<file path="config.mk">
export PLATFORM = sky130hd
export DESIGN_NAME = uart_rx_param
export DESIGN_NICKNAME = d
export VERILOG_FILES = /design/src/rtl/uart_pkg.sv /design/src/rtl/uart_rx_fifo.sv /design/src/rtl/uart_rx_param.sv
export SDC_FILE = /design/constraint.sdc
export NUM_CORES = 1
export LEC_CHECK = 0
export CAP_MARGIN = 20
export CORE_MARGIN = 2
export CORE_UTILIZATION = 30
export DETAILED_ROUTE_END_ITERATION = 10
export PLACE_DENSITY_LB_ADDON = 0.2
export SYNTH_ARGS = -nofsm -noshare
export SYNTH_HDL_FRONTEND = slang
export SYNTH_SLANG_ARGS = --single-unit
</file>
<file path="constraint.sdc">
create_clock -name clk -period 5.25 [get_ports clk]
set_clock_uncertainty 0.1 [all_clocks]
set_input_delay 1.05 -clock clk [delete_from_list [all_inputs] [get_ports clk]]
set_output_delay 1.05 -clock clk [all_outputs]
set_load 0.1 [all_outputs]
</file>
<file path="src/rtl/uart_pkg.sv">
// Shared encodings and clamp limits for the parametrised UART receiver.
package uart_pkg;

  localparam int unsigned MIN_DIV  = 4;
  localparam int unsigned MIN_BITS = 5;

  localparam logic [1:0] PAR_NONE = 2'd0;
  localparam logic [1:0] PAR_EVEN = 2'd1;
  localparam logic [1:0] PAR_ODD  = 2'd2;

  typedef enum logic [2:0] {
    ST_IDLE,
    ST_START,
    ST_DATA,
    ST_PARITY,
    ST_STOP
  } rx_state_e;

  // Encodings 0 and 3 both mean "no parity bit on the wire".
  function automatic logic parity_enabled(input logic [1:0] mode);
    return (mode == PAR_EVEN) || (mode == PAR_ODD);
  endfunction

endpackage

</file>
<file path="src/rtl/uart_rx_fifo.sv">
// Show-ahead receive FIFO; a write while full is accepted only if a read retires the head.
module uart_rx_fifo #(
  parameter int unsigned WIDTH = 10,
  parameter int unsigned DEPTH = 16
) (
  input  logic                       clk,
  input  logic                       rst,
  input  logic                       wr_en,
  input  logic [WIDTH-1:0]           wr_data,
  input  logic                       rd_en,
  output logic [WIDTH-1:0]           rd_data_c,
  output logic                       full,
  output logic                       empty,
  output logic [$clog2(DEPTH):0]     count
);

  localparam int unsigned AW = $clog2(DEPTH);

  logic [WIDTH-1:0] mem [DEPTH];
  logic [AW-1:0]    wr_ptr;
  logic [AW-1:0]    rd_ptr;
  logic             wr_ok_c;
  logic             rd_ok_c;
  logic [AW:0]      count_n;

  assign rd_ok_c   = rd_en && !empty;
  assign wr_ok_c   = wr_en && (!full || rd_ok_c);
  assign count_n   = count + (AW+1)'(wr_ok_c) - (AW+1)'(rd_ok_c);
  assign rd_data_c = mem[rd_ptr];

  always_ff @(posedge clk or posedge rst) begin
    if (rst) begin
      wr_ptr <= '0;
      rd_ptr <= '0;
      count  <= '0;
      full   <= 1'b0;
      empty  <= 1'b1;
    end else begin
      if (wr_ok_c) wr_ptr <= wr_ptr + AW'(1);
      if (rd_ok_c) rd_ptr <= rd_ptr + AW'(1);
      count <= count_n;
      full  <= (count_n == (AW+1)'(DEPTH));
      empty <= (count_n == '0);
    end
  end

  // Storage needs no reset: the head is only observed while the FIFO is non-empty.
  always_ff @(posedge clk) begin
    if (wr_ok_c) mem[wr_ptr] <= wr_data;
  end

endmodule

</file>
<file path="src/rtl/uart_rx_param.sv">
// Parametrised UART receiver: synchroniser, majority-voting bit sampler, framing FSM
// and an error-tagged receive FIFO with ready/valid output.
module uart_rx_param import uart_pkg::*; #(
  parameter int unsigned DATA_W     = 8,
  parameter int unsigned DIV_W      = 16,
  parameter int unsigned FIFO_DEPTH = 16
) (
  input  logic              clk,
  input  logic              rst,
  input  logic              rx_ser,
  input  logic [DIV_W-1:0]  divisor,
  input  logic [3:0]        data_bits,
  input  logic [1:0]        parity_mode,
  input  logic [1:0]        stop_bits,
  input  logic              bit_order,
  output logic [DATA_W-1:0] rx_data,
  output logic              rx_parity_err,
  output logic              rx_frame_err,
  output logic              rx_valid,
  input  logic              rx_ready,
  output logic              overrun,
  input  logic              overrun_clr,
  output logic              busy
);

  localparam int unsigned WORD_W = DATA_W + 2;
  localparam int unsigned CNT_W  = $clog2(FIFO_DEPTH) + 1;

  rx_state_e          state_q, state_n;
  logic               s_meta, s;
  logic [DIV_W-1:0]   cnt_q, cnt_n;
  logic [3:0]         idx_q, idx_n;
  logic [DATA_W-1:0]  data_q, data_n;
  logic               perr_q, perr_n, ferr_q, ferr_n;
  logic               armed_q, armed_n;
  logic               smp0_q, smp0_n, smp1_q, smp1_n;
  logic [DIV_W-1:0]   div_q, div_n;
  logic [3:0]         nb_q, nb_n;
  logic [1:0]         pm_q, pm_n, sb_q, sb_n;
  logic               ord_q, ord_n;

  logic [DIV_W-1:0]   half_c, bit_end_c, div_in_c;
  logic [3:0]         nb_in_c, pos_c;
  logic [1:0]         sb_in_c;
  logic               at_end_c, at_dec_c, maj_c, push_c, pop_c;
  logic [WORD_W-1:0]  push_word_c, head_c;
  logic               fifo_full, fifo_empty;
  logic [CNT_W-1:0]   fifo_count;

  // Two-flop synchroniser, idle-high reset value.
  always_ff @(posedge clk or posedge rst) begin
    if (rst) begin
      s_meta <= 1'b1;
      s      <= 1'b1;
    end else begin
      s_meta <= rx_ser;
      s      <= s_meta;
    end
  end

  assign div_in_c  = (divisor < DIV_W'(MIN_DIV)) ? DIV_W'(MIN_DIV) : divisor;
  assign nb_in_c   = (data_bits < 4'(MIN_BITS)) ? 4'(MIN_BITS) :
                     (data_bits > 4'(DATA_W))   ? 4'(DATA_W)   : data_bits;
  assign sb_in_c   = (stop_bits == 2'd0) ? 2'd1 : stop_bits;
  assign half_c    = div_q >> 1;
  assign bit_end_c = div_q - DIV_W'(1);
  assign at_end_c  = (cnt_q == bit_end_c);
  assign at_dec_c  = (cnt_q == half_c + DIV_W'(1));
  assign maj_c     = (smp0_q & smp1_q) | (smp0_q & s) | (smp1_q & s);
  assign pos_c     = ord_q ? (nb_q - 4'd1 - idx_q) : idx_q;

  always_ff @(posedge clk or posedge rst) begin
    if (rst) begin
      state_q <= ST_IDLE;
      cnt_q   <= '0;
      idx_q   <= '0;
      data_q  <= '0;
      perr_q  <= 1'b0;
      ferr_q  <= 1'b0;
      armed_q <= 1'b0;
      smp0_q  <= 1'b1;
      smp1_q  <= 1'b1;
      div_q   <= DIV_W'(MIN_DIV);
      nb_q    <= 4'(MIN_BITS);
      pm_q    <= PAR_NONE;
      sb_q    <= 2'd1;
      ord_q   <= 1'b0;
      busy    <= 1'b0;
    end else begin
      state_q <= state_n;
      cnt_q   <= cnt_n;
      idx_q   <= idx_n;
      data_q  <= data_n;
      perr_q  <= perr_n;
      ferr_q  <= ferr_n;
      armed_q <= armed_n;
      smp0_q  <= smp0_n;
      smp1_q  <= smp1_n;
      div_q   <= div_n;
      nb_q    <= nb_n;
      pm_q    <= pm_n;
      sb_q    <= sb_n;
      ord_q   <= ord_n;
      busy    <= (state_n != ST_IDLE);
    end
  end

  // Next-state, bit timing and frame assembly.
  always_comb begin
    state_n = state_q;
    cnt_n   = at_end_c ? '0 : cnt_q + DIV_W'(1);
    idx_n   = idx_q;
    data_n  = data_q;
    perr_n  = perr_q;
    ferr_n  = ferr_q;
    armed_n = armed_q | s;
    smp0_n  = (cnt_q == half_c - DIV_W'(1)) ? s : smp0_q;
    smp1_n  = (cnt_q == half_c) ? s : smp1_q;
    div_n   = div_q;
    nb_n    = nb_q;
    pm_n    = pm_q;
    sb_n    = sb_q;
    ord_n   = ord_q;
    push_c  = 1'b0;
    case (state_q)
      ST_IDLE: begin
        cnt_n = '0;
        if (armed_q && !s) begin
          state_n = ST_START;
          div_n   = div_in_c;
          nb_n    = nb_in_c;
          pm_n    = parity_mode;
          sb_n    = sb_in_c;
          ord_n   = bit_order;
          idx_n   = '0;
          data_n  = '0;
          perr_n  = 1'b0;
          ferr_n  = 1'b0;
        end
      end
      ST_START: begin
        if (at_dec_c && maj_c) begin
          state_n = ST_IDLE;
          cnt_n   = '0;
        end else if (at_end_c) begin
          state_n = ST_DATA;
          idx_n   = '0;
        end
      end
      ST_DATA: begin
        if (at_dec_c) begin
          for (int unsigned i = 0; i < DATA_W; i++) begin
            if (pos_c == 4'(i)) data_n[i] = maj_c;
          end
        end
        if (at_end_c) begin
          if (idx_q == nb_q - 4'd1) begin
            state_n = parity_enabled(pm_q) ? ST_PARITY : ST_STOP;
            idx_n   = '0;
          end else begin
            idx_n = idx_q + 4'd1;
          end
        end
      end
      ST_PARITY: begin
        if (at_dec_c) perr_n = maj_c ^ (^data_q) ^ (pm_q == PAR_ODD);
        if (at_end_c) begin
          state_n = ST_STOP;
          idx_n   = '0;
        end
      end
      ST_STOP: begin
        if (at_dec_c) ferr_n = ferr_q | ~maj_c;
        // The final stop bit completes at its decision point to regain half a bit of slack.
        if (at_dec_c && (idx_q == 4'(sb_q) - 4'd1)) begin
          push_c  = 1'b1;
          state_n = ST_IDLE;
          cnt_n   = '0;
          if (ferr_q | ~maj_c) armed_n = 1'b0;
        end else if (at_end_c) begin
          idx_n = idx_q + 4'd1;
        end
      end
      default: state_n = ST_IDLE;
    endcase
  end

  assign push_word_c = {ferr_n, perr_q, data_q};
  assign pop_c       = rx_valid && rx_ready;

  uart_rx_fifo #(
    .WIDTH (WORD_W),
    .DEPTH (FIFO_DEPTH)
  ) u_fifo (
    .clk       (clk),
    .rst       (rst),
    .wr_en     (push_c),
    .wr_data   (push_word_c),
    .rd_en     (pop_c),
    .rd_data_c (head_c),
    .full      (fifo_full),
    .empty     (fifo_empty),
    .count     (fifo_count)
  );

  assign rx_valid      = !fifo_empty;
  assign rx_data       = rx_valid ? head_c[DATA_W-1:0] : '0;
  assign rx_parity_err = rx_valid & head_c[DATA_W];
  assign rx_frame_err  = rx_valid & head_c[DATA_W+1];

  // Sticky overrun: a set in the same cycle as a clear takes priority.
  always_ff @(posedge clk or posedge rst) begin
    if (rst) begin
      overrun <= 1'b0;
    end else if (push_c && fifo_full && !pop_c) begin
      overrun <= 1'b1;
    end else if (overrun_clr) begin
      overrun <= 1'b0;
    end
  end

  fifo_count_consistent: assert property (@(posedge clk) disable iff (rst)
    (fifo_count <= CNT_W'(FIFO_DEPTH)) && (rx_valid == (fifo_count != '0)));

endmodule

</file>
# Word-level counts from Yosys, hierarchy flattened
# Memory sizes are Yosys's and may differ from the RTL's.
# Cells that the tools add are included.
[totals]
mem_count = 1
reg_bits = 80
wordCells = 181
mem_bits_rw = 160
input_bits = 30
output_inout_bits = 13
[mem_list]
columns = ["name", "depth", "word_bits", "rd", "rd_ports_with_merged_regs", "write_ports", "line_no", "rtl"]
rows = [
  ["u_fifo.mem", 16, 10, 1, 0, 1, "uart_rx_fifo.sv:19", "logic [WIDTH-1:0] mem [DEPTH];"],
]
[op_classes]
bitwise = 12
n_eq_ne = 35
n_addsub = 12
n_reduce_logical = 35
magnitude_cmp = 3
mux = 53
[ops]
columns = ["op", "n"]
rows = [
  ["16-bit two-way mux", 4],
  ["16-bit == test", 3],
  ["16-bit case mux with 3 select lines", 1],
  ["4-bit two-way mux", 10],
  ["4-bit AND reduction", 8],
  ["2-bit != test, second input constant", 15],
  ["3-bit two-way mux", 8],
  ["8-bit two-way mux", 3],
  ["1-bit two-way mux", 21],
  ["4-bit case mux with 5 select lines", 1],
  ["15-bit by 1-bit adder with 16-bit output, second input constant", 1],
  ["16-bit by 1-bit adder with 16-bit output, second input constant", 1],
  ["16-bit by 15-bit == test with 1-bit output", 1],
  ["4-bit by 3-bit == test with 1-bit output, second input constant", 4],
  ["16-bit by 3-bit less-than comparator with 1-bit output, second input constant", 1],
  ["8-bit case mux with 2 select lines", 1],
  ["15-bit by 1-bit subtractor with 16-bit output, second input constant", 1],
  ["16-bit by 1-bit subtractor with 16-bit output, second input constant", 1],
  ["3-bit case mux with 5 select lines", 1],
  ["4-bit by 1-bit adder with 4-bit output, second input constant", 3],
  ["4-bit by 2-bit == test with 1-bit output, second input constant", 2],
  ["4-bit == test", 2],
  ["1-bit logical AND", 8],
  ["8-bit parity", 1],
  ["other kinds (32)", 48],
]

# Longest topological paths before layout
# Gate-level depths: netlist (run 1).
[logic_depth]
word_depth = 9
depth_mapped = 19
depth_no_buf = 17

# Modules after synthesis
# From an unflattened synthesis (run 1), not the netlist that was laid out.
[unflattened]
cells_unflattened = 1008
hier_area_um2 = 12147.9
[by_module_without_submodules]
columns = ["module", "area_per_inst_um2", "cells_per_inst", "instances", "seq_area_each_um2"]
rows = [
  ["uart_rx_fifo", 7031.7, 377, 1, 5181.2],
  ["uart_rx_param", 5116.2, 631, 1, 1636.6],
]

# Least setup slack after synthesis (run 1)
# No wires, ideal clock.
[synth_path]
path_type = "register to register"
from = "register div_q[2]"
to = "register u_fifo.full"
synth_period_minus_slack_ns = 4.120
t_arrival_ns = 3.947
setup_slack_ns = 1.130
t_required_ns = 5.077
path_buffers = 2
setup_time_ns = 0.073
path_stages_with_launch = 18
cell_sequence = "dfstp_2 > buf_2 > inv_1 > ha_1 > xor2_1 > and4b_1 > o21ai_0 > nor4_2 > nand2_1 > or3_1 > clkbuf_1 > clkinv_1 > ha_1 > inv_1 > fa_1 > inv_1 > or4_1 > nor2b_1"
[synth_between]
elab_chain_cells = 9
[synth_rtl]
columns = ["element", "line_no", "rtl"]
rows = [
  ["start: declaration", "uart_rx_param.sv:37", "logic [DIV_W-1:0] div_q, div_n;"],
  ["start signal: assignment", "uart_rx_param.sv:83", "div_q <= DIV_W'(MIN_DIV);"],
  ["start signal: assignment", "uart_rx_param.sv:99", "div_q <= div_n;"],
  ["15-bit by 1-bit adder with 16-bit output", "uart_rx_param.sv:68", "assign at_dec_c = (cnt_q == half_c + DIV_W'(1));"],
  ["16-bit == test", "uart_rx_param.sv:68", ""],
  ["1-bit logical AND", "uart_rx_param.sv:175", "if (at_dec_c && (idx_q == 4'(sb_q) - 4'd1)) begin"],
  ["1-bit two-way mux", "uart_rx_param.sv:175", ""],
  ["1-bit two-way mux", "uart_rx_param.sv:125", "case (state_q)"],
  ["1-bit logical AND", "uart_rx_fifo.sv:27", "assign wr_ok_c = wr_en && (!full || rd_ok_c);"],
  ["5-bit by 1-bit adder with 5-bit output", "uart_rx_fifo.sv:28", "assign count_n = count + (AW+1)'(wr_ok_c) - (AW+1)'(rd_ok_c);"],
  ["5-bit by 1-bit subtractor with 5-bit output", "uart_rx_fifo.sv:28", ""],
  ["named net u_fifo.count_n[1]", "uart_rx_fifo.sv:24", "logic [AW:0] count_n;"],
  ["5-bit == test", "uart_rx_fifo.sv:42", "full <= (count_n == (AW+1)'(DEPTH));"],
  ["end signal: assignment", "uart_rx_fifo.sv:42", ""],
  ["end: declaration", "uart_rx_fifo.sv:12", "output logic full,"],
]
# The timed path passes the listed nets, and every way through them passes these cells.
# A chain may end at the register's enable or synchronous reset.

# Final worst setup path (run 1)
# Same ends and word-level chain as after synthesis.

==> results of run 1 <==
layout make-up:
type	instances	area, um^2
inverter	39	148
timing repair buffer	66	578
fill	3784	25100
multi-input combinational	594	4690
sequential	240	6820
clock buffer	34	702
tap	518	648
clock inverter	15	113
metal layers:
layer / track usage [%] / share of wire [%] / vias to the layer above
met5: 0 / 0 / -
met3: 2.07 / 4.8 / 35
met1: 19.8 / 49 / 3661
li1: - / - / 3509
met2: 22.0 / 45 / 178
met4: 3.65 / 1.8 / 0
cells by family (layout without fill, tap and decap cells):
kind of cell | Yosys count | in the layout | synth area share (%)
AOI/OAI and AO/OA | 131 | 131 | 7.20
and+or+nand+nor | 289 | 289 | 12.4
muxes | 58 | 58 | 10.2
DFF | 240 | 240 | 57.4
buffers and inverters | 99 | 154 | 3.31
adders and majority gates | 23 | 23 | 2.55
xor gates and xnor gates | 93 | 93 | 6.98
path summary, 6_finish.rpt:
| kind | start | to | slack [ns] | cells after the start |
|---|---|---|---|---|
| worst max-delay path | div_q[2] | u_fifo.full | 0.46 | 15 |
| max in group asynchronous | rst | nb_q[2] | 3.17 | 3 |
| min in group asynchronous | rst | cnt_q[0] | 0.87 | 2 |
| worst min-delay path | s_meta | s | 0.26 | 0 |
| worst min register to register | s_meta | s | 0.26 | 0 |
| worst max register to register | div_q[2] | u_fifo.full | 0.46 | 15 |
cells in the mapped netlist (3+ instances only):
library cell / number
and3_1: 6
a211oi_1: 4
a21oi_1: 26
mux2i_1: 5
nand3b_1: 3
ha_1: 21
nand2_1: 88
nor3b_1: 8
or3_1: 7
inv_1: 38
nand4_1: 19
nand3_1: 22
o22ai_1: 5
buf_2: 8
edfxtp_1: 160
xor2_1: 36
nor3_1: 18
nand4b_1: 3
mux2_2: 3
xnor2_1: 56
o21ai_0: 49
o21a_1: 4
a21o_1: 6
clkbuf_1: 42
dfstp_2: 9
o31ai_1: 5
a211o_1: 3
o211ai_1: 3
nor4_1: 17
or4_1: 4
dfrtp_1: 71
a31oi_1: 3
mux4_2: 50
nor2_1: 49
and2_1: 23
buf_1: 8
nor2b_1: 8
nand2b_1: 5
report_power, final:
part	internal (uW)	switching, uW	total [uW]
logic	900	1220	2120
registers	2180	340	2520
clock network	998	759	1760
total	4070	2320	6400
sequential cells by signal, indices dropped and copies added, names as in the netlist, 2 cells and up:
signal / count
u_fifo.mem: 160
cnt_q: 16
div_q: 16
data_q: 8
u_fifo.count: 5
idx_q: 4
nb_q: 4
u_fifo.rd_ptr: 4
u_fifo.wr_ptr: 4
state_q: 3
pm_q: 2
sb_q: 2
stage by stage:
step	utilization [%]	setup slack (ns)	cell area [um^2]	cells	hold slack (ns)
2_1_floorplan	-	1.13	11900	933	0.245
3_5_place_dp	33.2	0.487	12900	1456	0.250
4_1_cts	35.3	0.481	13700	1505	0.258
3_3_place_gp	33.2	0.573	12900	1456	0.249
6_report	35.3	0.459	13700	1506	0.258
5_1_grt	35.3	0.138	13700	1506	0.264
critical path, cell delays in order (launching register included):
cell	delay, ns
dfstp_2	0.62
ha_1	0.29
nand3_1	0.31
or4_1	0.55
nor3_1	0.22
a311oi_1	0.07
a21oi_1	0.24
nand2_1	0.20
or3_1	0.51
clkinv_1	0.19
ha_1	0.18
inv_1	0.05
fa_1	0.47
inv_1	0.04
or4_1	0.54
nor2b_1	0.12
==> impl_metrics.py, run 1 <==
metrics = {
    "logic_synthesis": {
        "syn_inst": 933,
        "syn-cell-area_mm2": 0.0119,
        "yosysUniqueCellTypes": 69,
        "synth_top_cell_area_share_pct": 40.5,
        "yosysWarnings": 0,
        "syn-num-nets": 986,
        "synth_top_cell_by_area": "edfxtp_1",
        "ys_seq_area_share_pct": 57.4,
        "ys.flop_type": "edfxtp_1",
        "synth_seq_cells": 240,
        "ys_top_cells_by_area": "edfxtp_1 (40%), dfrtp_1 (15%), mux4_2 (9.5%)",
        "synth-edff-count": 160,
        "syn_area_per_cell_um2": 12.7,
        "synthArstFlopShare_pct": 33.3,
    },
    "timing": {
        "setup_viol": 0,
        "slew_viol_final": 0,
        "rsz0062_at_grt": "no",
        "period_needed_ns": 4.79,
        "fmax_ghz": 0.209,
        "hold_viol": 0,
        "fin_setup_tns_ns": 0,
        "tightest_slew_ns": 1.02,
        "relSlewSlack_pct": 31.7,
        "period_share_pct": 91.3,
    },
    "cts": {
        "cts_root_buffer": "clkbuf_16",
        "cts_tree": "built",
        "cts-hold-fix-buffers": 0,
        "clkTransAtPathRegs_ns": 0.06,
        "clk_latency_ns": 0.56,
        "cts_buffers": 27,
        "cts_setup_buffers": 0,
        "cts_resized": 0,
        "clockBufferDepth": 3,
        "h-tree-depth": 1,
        "cts_sinks": 240,
    },
    "setup_path": {
        "worst_ep_arrival_time_ns": 5.18,
        "cp-end-kind": "register",
        "required_ns": 5.63,
        "crit_type": "register to register",
        "cp_max_fo": 9,
        "worstSetupStartpointType": "register",
    },
    "routing": {
        "drt_first_iter_violations": 432,
        "drt-vias-per-instance": 4.90,
        "firstDrtPassIters": 5,
        "wl_per_cell_um": 18.6,
        "drc_errors": 0,
        "totalWireLength_mm": 28.1,
        "vias": 7383,
        "ant_nets": 0,
    },
    "status": {
        "status": "finished, final reports clean",
    },
    "power_and_ir_drop": {
        "power.density_mw_per_mm2": 467,
        "p_total_uw": 6400,
        "leakage_uw": 0.00507,
        "ir_drop_mv": 0.214,
    },
    "run": {
        "drv_cap": 0,
    },
    "placement": {
        "place_congestion": 0.832,
        "place_hpwl_mm": 19.1,
        "portBuffers": 42,
    },
    "final_layout": {
        "syn2layout_area_growth_pct": 15.3,
        "final_common_cell": "edfxtp_1",
        "final_cell_mix": "edfxtp_1 (160), nand2_1 (88), dfrtp_1 (69)",
        "drive_above_1_share_pct": 14.9,
        "final_nets": 1021,
        "antenna_cells": 0,
    },
    "global_routing": {
        "grt_max_degree": 45,
        "grt_pass1_wl_mm": 44.3,
        "track_usage_pct": 13.8,
        "antenna_found_initial": 0,
        "grt_pass1_vias": 7441,
        "grt-ovfl-total": 0,
    },
    "die": {
        "rows": 72,
        "die_area_mm2": 0.0412,
        "io_pins": 43,
        "die_width_um": 203,
        "start_util_pct": 30.6,
        "die_h_um": 203,
        "coreArea_mm2": 0.0388,
    },
    "min_path": {
        "holdCritPathClass": "register to register",
    },
}
Power figures use the tool's default switching activity.
==> run 2: changes to the inputs <==
clock period = 3.9 ns   (was 5.25 ns; I/O delays follow)
==> impl_metrics.py, run 2 (synthesis gave the netlist of run 1 again) <==
metrics = {
    "status": {
        "status": "finished, final reports clean",
    },
    "global_routing": {
        "track_usage_pct": 14.6,
        "grt_pass1_vias": 7935,
        "grt_max_degree": 51,
        "grt_pass1_wl_mm": 46.8,
        "grt-ovfl-total": 0,
        "antenna_found_initial": 0,
    },
    "timing": {
        "setup_viol": 0,
        "whs_ns": 0.255,
        "fmax_ghz": 0.263,
        "tightest_slew_ns": 0.977,
        "period_needed_ns": 3.81,
        "relSlewSlack_pct": 34.7,
        "slew_viol_final": 0,
        "setup_ws_ns": 0.0917,
        "rsz0062_at_grt": "yes",
        "period_share_pct": 97.6,
        "hold_viol": 0,
    },
    "power_and_ir_drop": {
        "ir_drop_mv": 0.561,
        "power.density_mw_per_mm2": 645,
        "p_total_uw": 9550,
        "leakage_uw": 0.00560,
    },
    "die": {
        "die_h_um": 203,
        "rows": 72,
        "die_area_mm2": 0.0412,
        "start_util_pct": 30.6,
        "die_width_um": 203,
        "coreArea_mm2": 0.0388,
        "io_pins": 43,
    },
    "cts": {
        "cts_sinks": 240,
        "h-tree-depth": 1,
        "cts_tree": "built",
        "clockBufferDepth": 3,
        "clkTransAtPathRegs_ns": 0.06,
        "cts_root_buffer": "clkbuf_16",
        "clk_latency_ns": 0.56,
        "cts_buffers": 27,
    },
    "routing": {
        "firstDrtPassIters": 5,
        "totalWireLength_mm": 29.5,
        "wl_per_cell_um": 18.6,
        "drt-vias-per-instance": 4.85,
        "drc_errors": 0,
        "vias": 7706,
        "drt_first_iter_violations": 445,
        "ant_nets": 0,
    },
    "setup_path": {
        "required_ns": 4.28,
        "crit_family": "simple AND/OR/NAND/NOR gates",
        "crit_path_cell_trace": "buf_6, ha_4, nand3_4, buf_6, o21ai_2, and4b_1, o21ai_2, nor4_4, nand2_1, or3_4, clkinv_8, ha_4, inv_2, fa_1, inv_1, or4_4, nor2b_1",
        "cp_max_fo": 4,
        "slowest_stage": "dfstp_2",
        "slowest_delay_ns": 0.53,
        "path_buf_inv": 5,
        "cp-end-kind": "register",
        "worst_ep_arrival_time_ns": 4.19,
        "crit_type": "register to register",
        "worstSetupStartpointType": "register",
    },
    "final_layout": {
        "final_common_cell": "edfxtp_1",
        "drive_above_1_share_pct": 24.7,
        "antenna_cells": 0,
        "final_nets": 1104,
        "syn2layout_area_growth_pct": 24.6,
        "multiInputGateArea_mm2": 0.00484,
        "final_cell_mix": "edfxtp_1 (160), buf_4 (95), nand2_1 (88)",
        "largest_register": "u_fifo.mem",
        "regArea_mm2": 0.00682,
        "reg.largest.list": "u_fifo.mem: 160 flops, cnt_q: 16 flops, div_q: 16 flops",
        "fill_cells": 3716,
        "largest_register_ffs": 160,
    },
    "placement": {
        "dp_slack_ns": 0.0106,
        "place_hpwl_mm": 20.8,
        "portBuffers": 42,
        "place_congestion": 0.861,
    },
    "run": {
        "drv_cap": 0,
    },
    "min_path": {
        "holdCritPathClass": "register to register",
    },
}
[run 2: changes by cell type in the layout (fill, tap and decap cells not counted), sizes merged]
cell	before	now
buf	33	117
bufinv	1	4
inv	39	38
clkinv	13	11
clkdlybuf4s50	33	31
[run 2: final timing paths]
kind | slack (ns) | start | depth (start not counted) | to
worst min register to register | 0.25 | s_meta | 0 | s
worst max-delay path | 0.09 | div_q[2] | 17 | u_fifo.full
min in group asynchronous | 0.49 | rst | 2 | cnt_q[8]
worst min-delay path | 0.25 | s_meta | 0 | s
worst max register to register | 0.09 | div_q[2] | 17 | u_fifo.full
max in group asynchronous | 2.47 | rst | 3 | sb_q[0]
[run 2: per-stage QoR]
step / util, % / area (um^2) / cells / TNS (ns)
final: 38.1 / 14800 / 1588 / 0
after global routing: 38.1 / 14800 / 1588 / -0.145
after floorplan: - / 11900 / 933 / -2.87
after detailed placement: 35.2 / 13700 / 1526 / 0
after CTS: 37.5 / 14600 / 1574 / 0
after global placement: 35.2 / 13700 / 1526 / 0
[run 2: layout make-up]
cell class / count / share of cell area (%)
inverter: 39 / 1.08
tap: 518 / 4.38
timing repair buffer: 149 / 9.69
multi-input combinational: 594 / 32.7
clock inverter: 15 / 1.28
sequential: 240 / 46.1
clock buffer: 33 / 4.78
[run 2: power by group]
part	switching [uW]	internal (uW)
Sequential	311	2930
Clock	1050	1550
Combinational	2030	1670
[run 2: repair_timing]
item                       in CTS  in global routing
setup endpoints to repair       9                 84
setup buffers                   0                 14
pin swaps                       0                 10
gates resized for setup         1                 34
hold endpoints to repair        0                  0
hold buffers                    0                  0
[run 2: metal layers]
metal | track usage, % | routed length, um | share of wire (%)
met1 | 19.6 | 13400 | 45
met2 | 24.6 | 14300 | 49
met3 | 2.33 | 1040 | 3.5
met4 | 4.12 | 761 | 2.6
met5 | 0 | 0 | 0
==> run 3: changes to the inputs <==
GPL_ROUTABILITY_DRIVEN = 1   (was not set)
clock period = 3.99 ns   (was 3.9 ns; I/O delays follow)
==> impl_metrics.py, run 3 (synthesis gave the netlist of run 1 again) <==
metrics = {
    "setup_path": {
        "required_ns": 4.37,
        "crit_type": "register to register",
        "worstSetupStartpointType": "register",
        "worst_ep_arrival_time_ns": 4.18,
        "cp_max_fo": 6,
        "cp-end-kind": "register",
    },
    "min_path": {
        "holdCritPathClass": "register to register",
    },
    "final_layout": {
        "final_cell_mix": "edfxtp_1 (160), nand2_1 (87), buf_4 (79)",
        "final_common_cell": "edfxtp_1",
        "reg.largest.list": "u_fifo.mem: 160 flops, cnt_q: 16 flops, div_q: 16 flops",
        "fill_cells": 3748,
        "final_nets": 1080,
        "drive_above_1_share_pct": 22.7,
        "fin_util_pct": 37.3,
        "largest_register_ffs": 160,
        "syn2layout_area_growth_pct": 21.8,
        "largest_register": "u_fifo.mem",
    },
    "cts": {
        "cts_root_buffer": "clkbuf_16",
        "cts_tree": "built",
        "clk_latency_ns": 0.55,
        "cts_sinks": 240,
        "h-tree-depth": 1,
        "cts_buffers": 27,
        "clockBufferDepth": 3,
        "cts-hold-fix-buffers": 0,
        "clkTransAtPathRegs_ns": 0.06,
    },
    "routing": {
        "firstDrtPassIters": 5,
        "drt-vias-per-instance": 4.85,
        "totalWireLength_mm": 27.7,
        "drc_errors": 0,
        "drt_first_iter_violations": 449,
        "vias": 7602,
        "wl_per_cell_um": 17.7,
        "ant_nets": 0,
    },
    "power_and_ir_drop": {
        "p_int_uw": 5720,
        "power.density_mw_per_mm2": 614,
        "power_frac_clock_pct": 26.1,
        "netSwitchingFraction_pct": 35.6,
        "switchingPower_uw": 3160,
        "ir_drop_mv": 0.336,
        "p_total_uw": 8880,
        "seq_power_share_pct": 35.7,
        "p_comb_share_pct": 38.2,
        "leakage_uw": 0.00545,
    },
    "global_routing": {
        "grt_pass1_wl_mm": 43.9,
        "grt_pass1_vias": 7710,
        "grt_max_degree": 43,
        "antenna_found_initial": 0,
        "track_usage_pct": 13.6,
        "grt-ovfl-total": 0,
    },
    "run": {
        "drv_cap": 0,
    },
    "timing": {
        "period_needed_ns": 3.79,
        "slew_viol_final": 0,
        "rsz0062_at_grt": "no",
        "setup_viol": 0,
        "period_share_pct": 95.1,
        "relSlewSlack_pct": 34.9,
        "tightest_slew_ns": 0.973,
        "fmax_ghz": 0.264,
        "hold_viol": 0,
    },
    "placement": {
        "place_hpwl_mm": 19.9,
        "portBuffers": 42,
        "place_congestion": 0.854,
    },
    "die": {
        "die_h_um": 203,
        "coreArea_mm2": 0.0388,
        "io_pins": 43,
        "rows": 72,
        "die_area_mm2": 0.0412,
        "die_width_um": 203,
        "start_util_pct": 30.6,
    },
    "status": {
        "status": "finished, final reports clean",
    },
}
run 3: cell count changes in the layout (fill, tap and decap cells not counted), moves of 2 or more:
| cell | previous run | this run |
|---|---|---|
| buf_12 | 18 | 12 |
| buf_4 | 95 | 79 |
| buf_6 | 4 | 2 |
| bufinv_16 | 4 | 1 |
| clkinv_1 | 3 | 8 |
| dfrtp_2 | 1 | 3 |
| inv_6 | 0 | 2 |
run 3: layout make-up:
class / instances / area, um^2 / share of cell area [%]
multi-input combinational: 594 / 4840 / 33.5
clock buffer: 32 / 704 / 4.87
inverter: 39 / 149 / 1.03
timing repair buffer: 125 / 1170 / 8.09
antenna: 1 / 2.50 / 0.0173
sequential: 240 / 6820 / 47.2
clock inverter: 18 / 130 / 0.899
tap: 518 / 648 / 4.48
run 3: critical path: stages (launching register included):
cell and delay (ns):
dfstp_2 0.58, ha_4 0.16, nand3_4 0.10, or4_4 0.54, o21ai_2 0.13, a311oi_1 0.11
a21oi_2 0.18, nand2_2 0.09, or3_4 0.34, clkinv_2 0.07, ha_4 0.12, inv_1 0.04
fa_1 0.47, inv_1 0.05, or4_4 0.53, nor2b_1 0.11
run 3: metal layers:
| metal | share of wire [%] | vias up | GRT usage [%] |
|---|---|---|---|
| met2 | 45 | 144 | 20.9 |
| met5 | 0 | - | 0 |
| met4 | 2.4 | 0 | 4.14 |
| met1 | 49 | 3781 | 19.8 |
| met3 | 3.7 | 38 | 2.09 |
| li1 | - | 3639 | - |
run 3: path summary, 6_finish.rpt:
kind / startpoint / end / slack (ns) / cells after the start
max: div_q[2] / u_fifo.full / 0.20 / 15
min in group asynchronous: rst / cnt_q[4] / 0.57 / 2
min: s_meta / s / 0.26 / 0
min reg2reg: s_meta / s / 0.26 / 0
max in group asynchronous: rst / smp0_q / 2.49 / 3
max reg2reg: div_q[2] / u_fifo.full / 0.20 / 15
run 3: repair_timing:
action	4_1_cts	5_1_grt
buffers inserted	0	4
gates resized for setup	0	33
setup endpoints to repair	0	31
hold endpoints to repair	0	0
run 3: power by group through the flow:
stage / registers, uW / clock network, uW / logic (uW)
4_1_cts: 3170 / 2410 / 3300
5_1_grt: 3220 / 2510 / 3730
3_5_place_dp: 3220 / 0 / 3290
2_1_floorplan: 3040 / 0 / 2480
3_3_place_gp: 3210 / 0 / 3300
6_report: 3170 / 2320 / 3390
run 3: metrics by stage:
step	setup TNS, ns	area, um^2	hold WS (ns)	std cells	setup slack [ns]
floorplan	-0.00365	11900	0.245	933	-0.00365
global route	0	14500	0.266	1566	0.000780
global placement	0	13500	0.246	1511	0.0530
finish	0	14500	0.256	1567	0.197
CTS	0	14300	0.258	1561	0.0231
detailed placement	0	13500	0.249	1511	0.0275
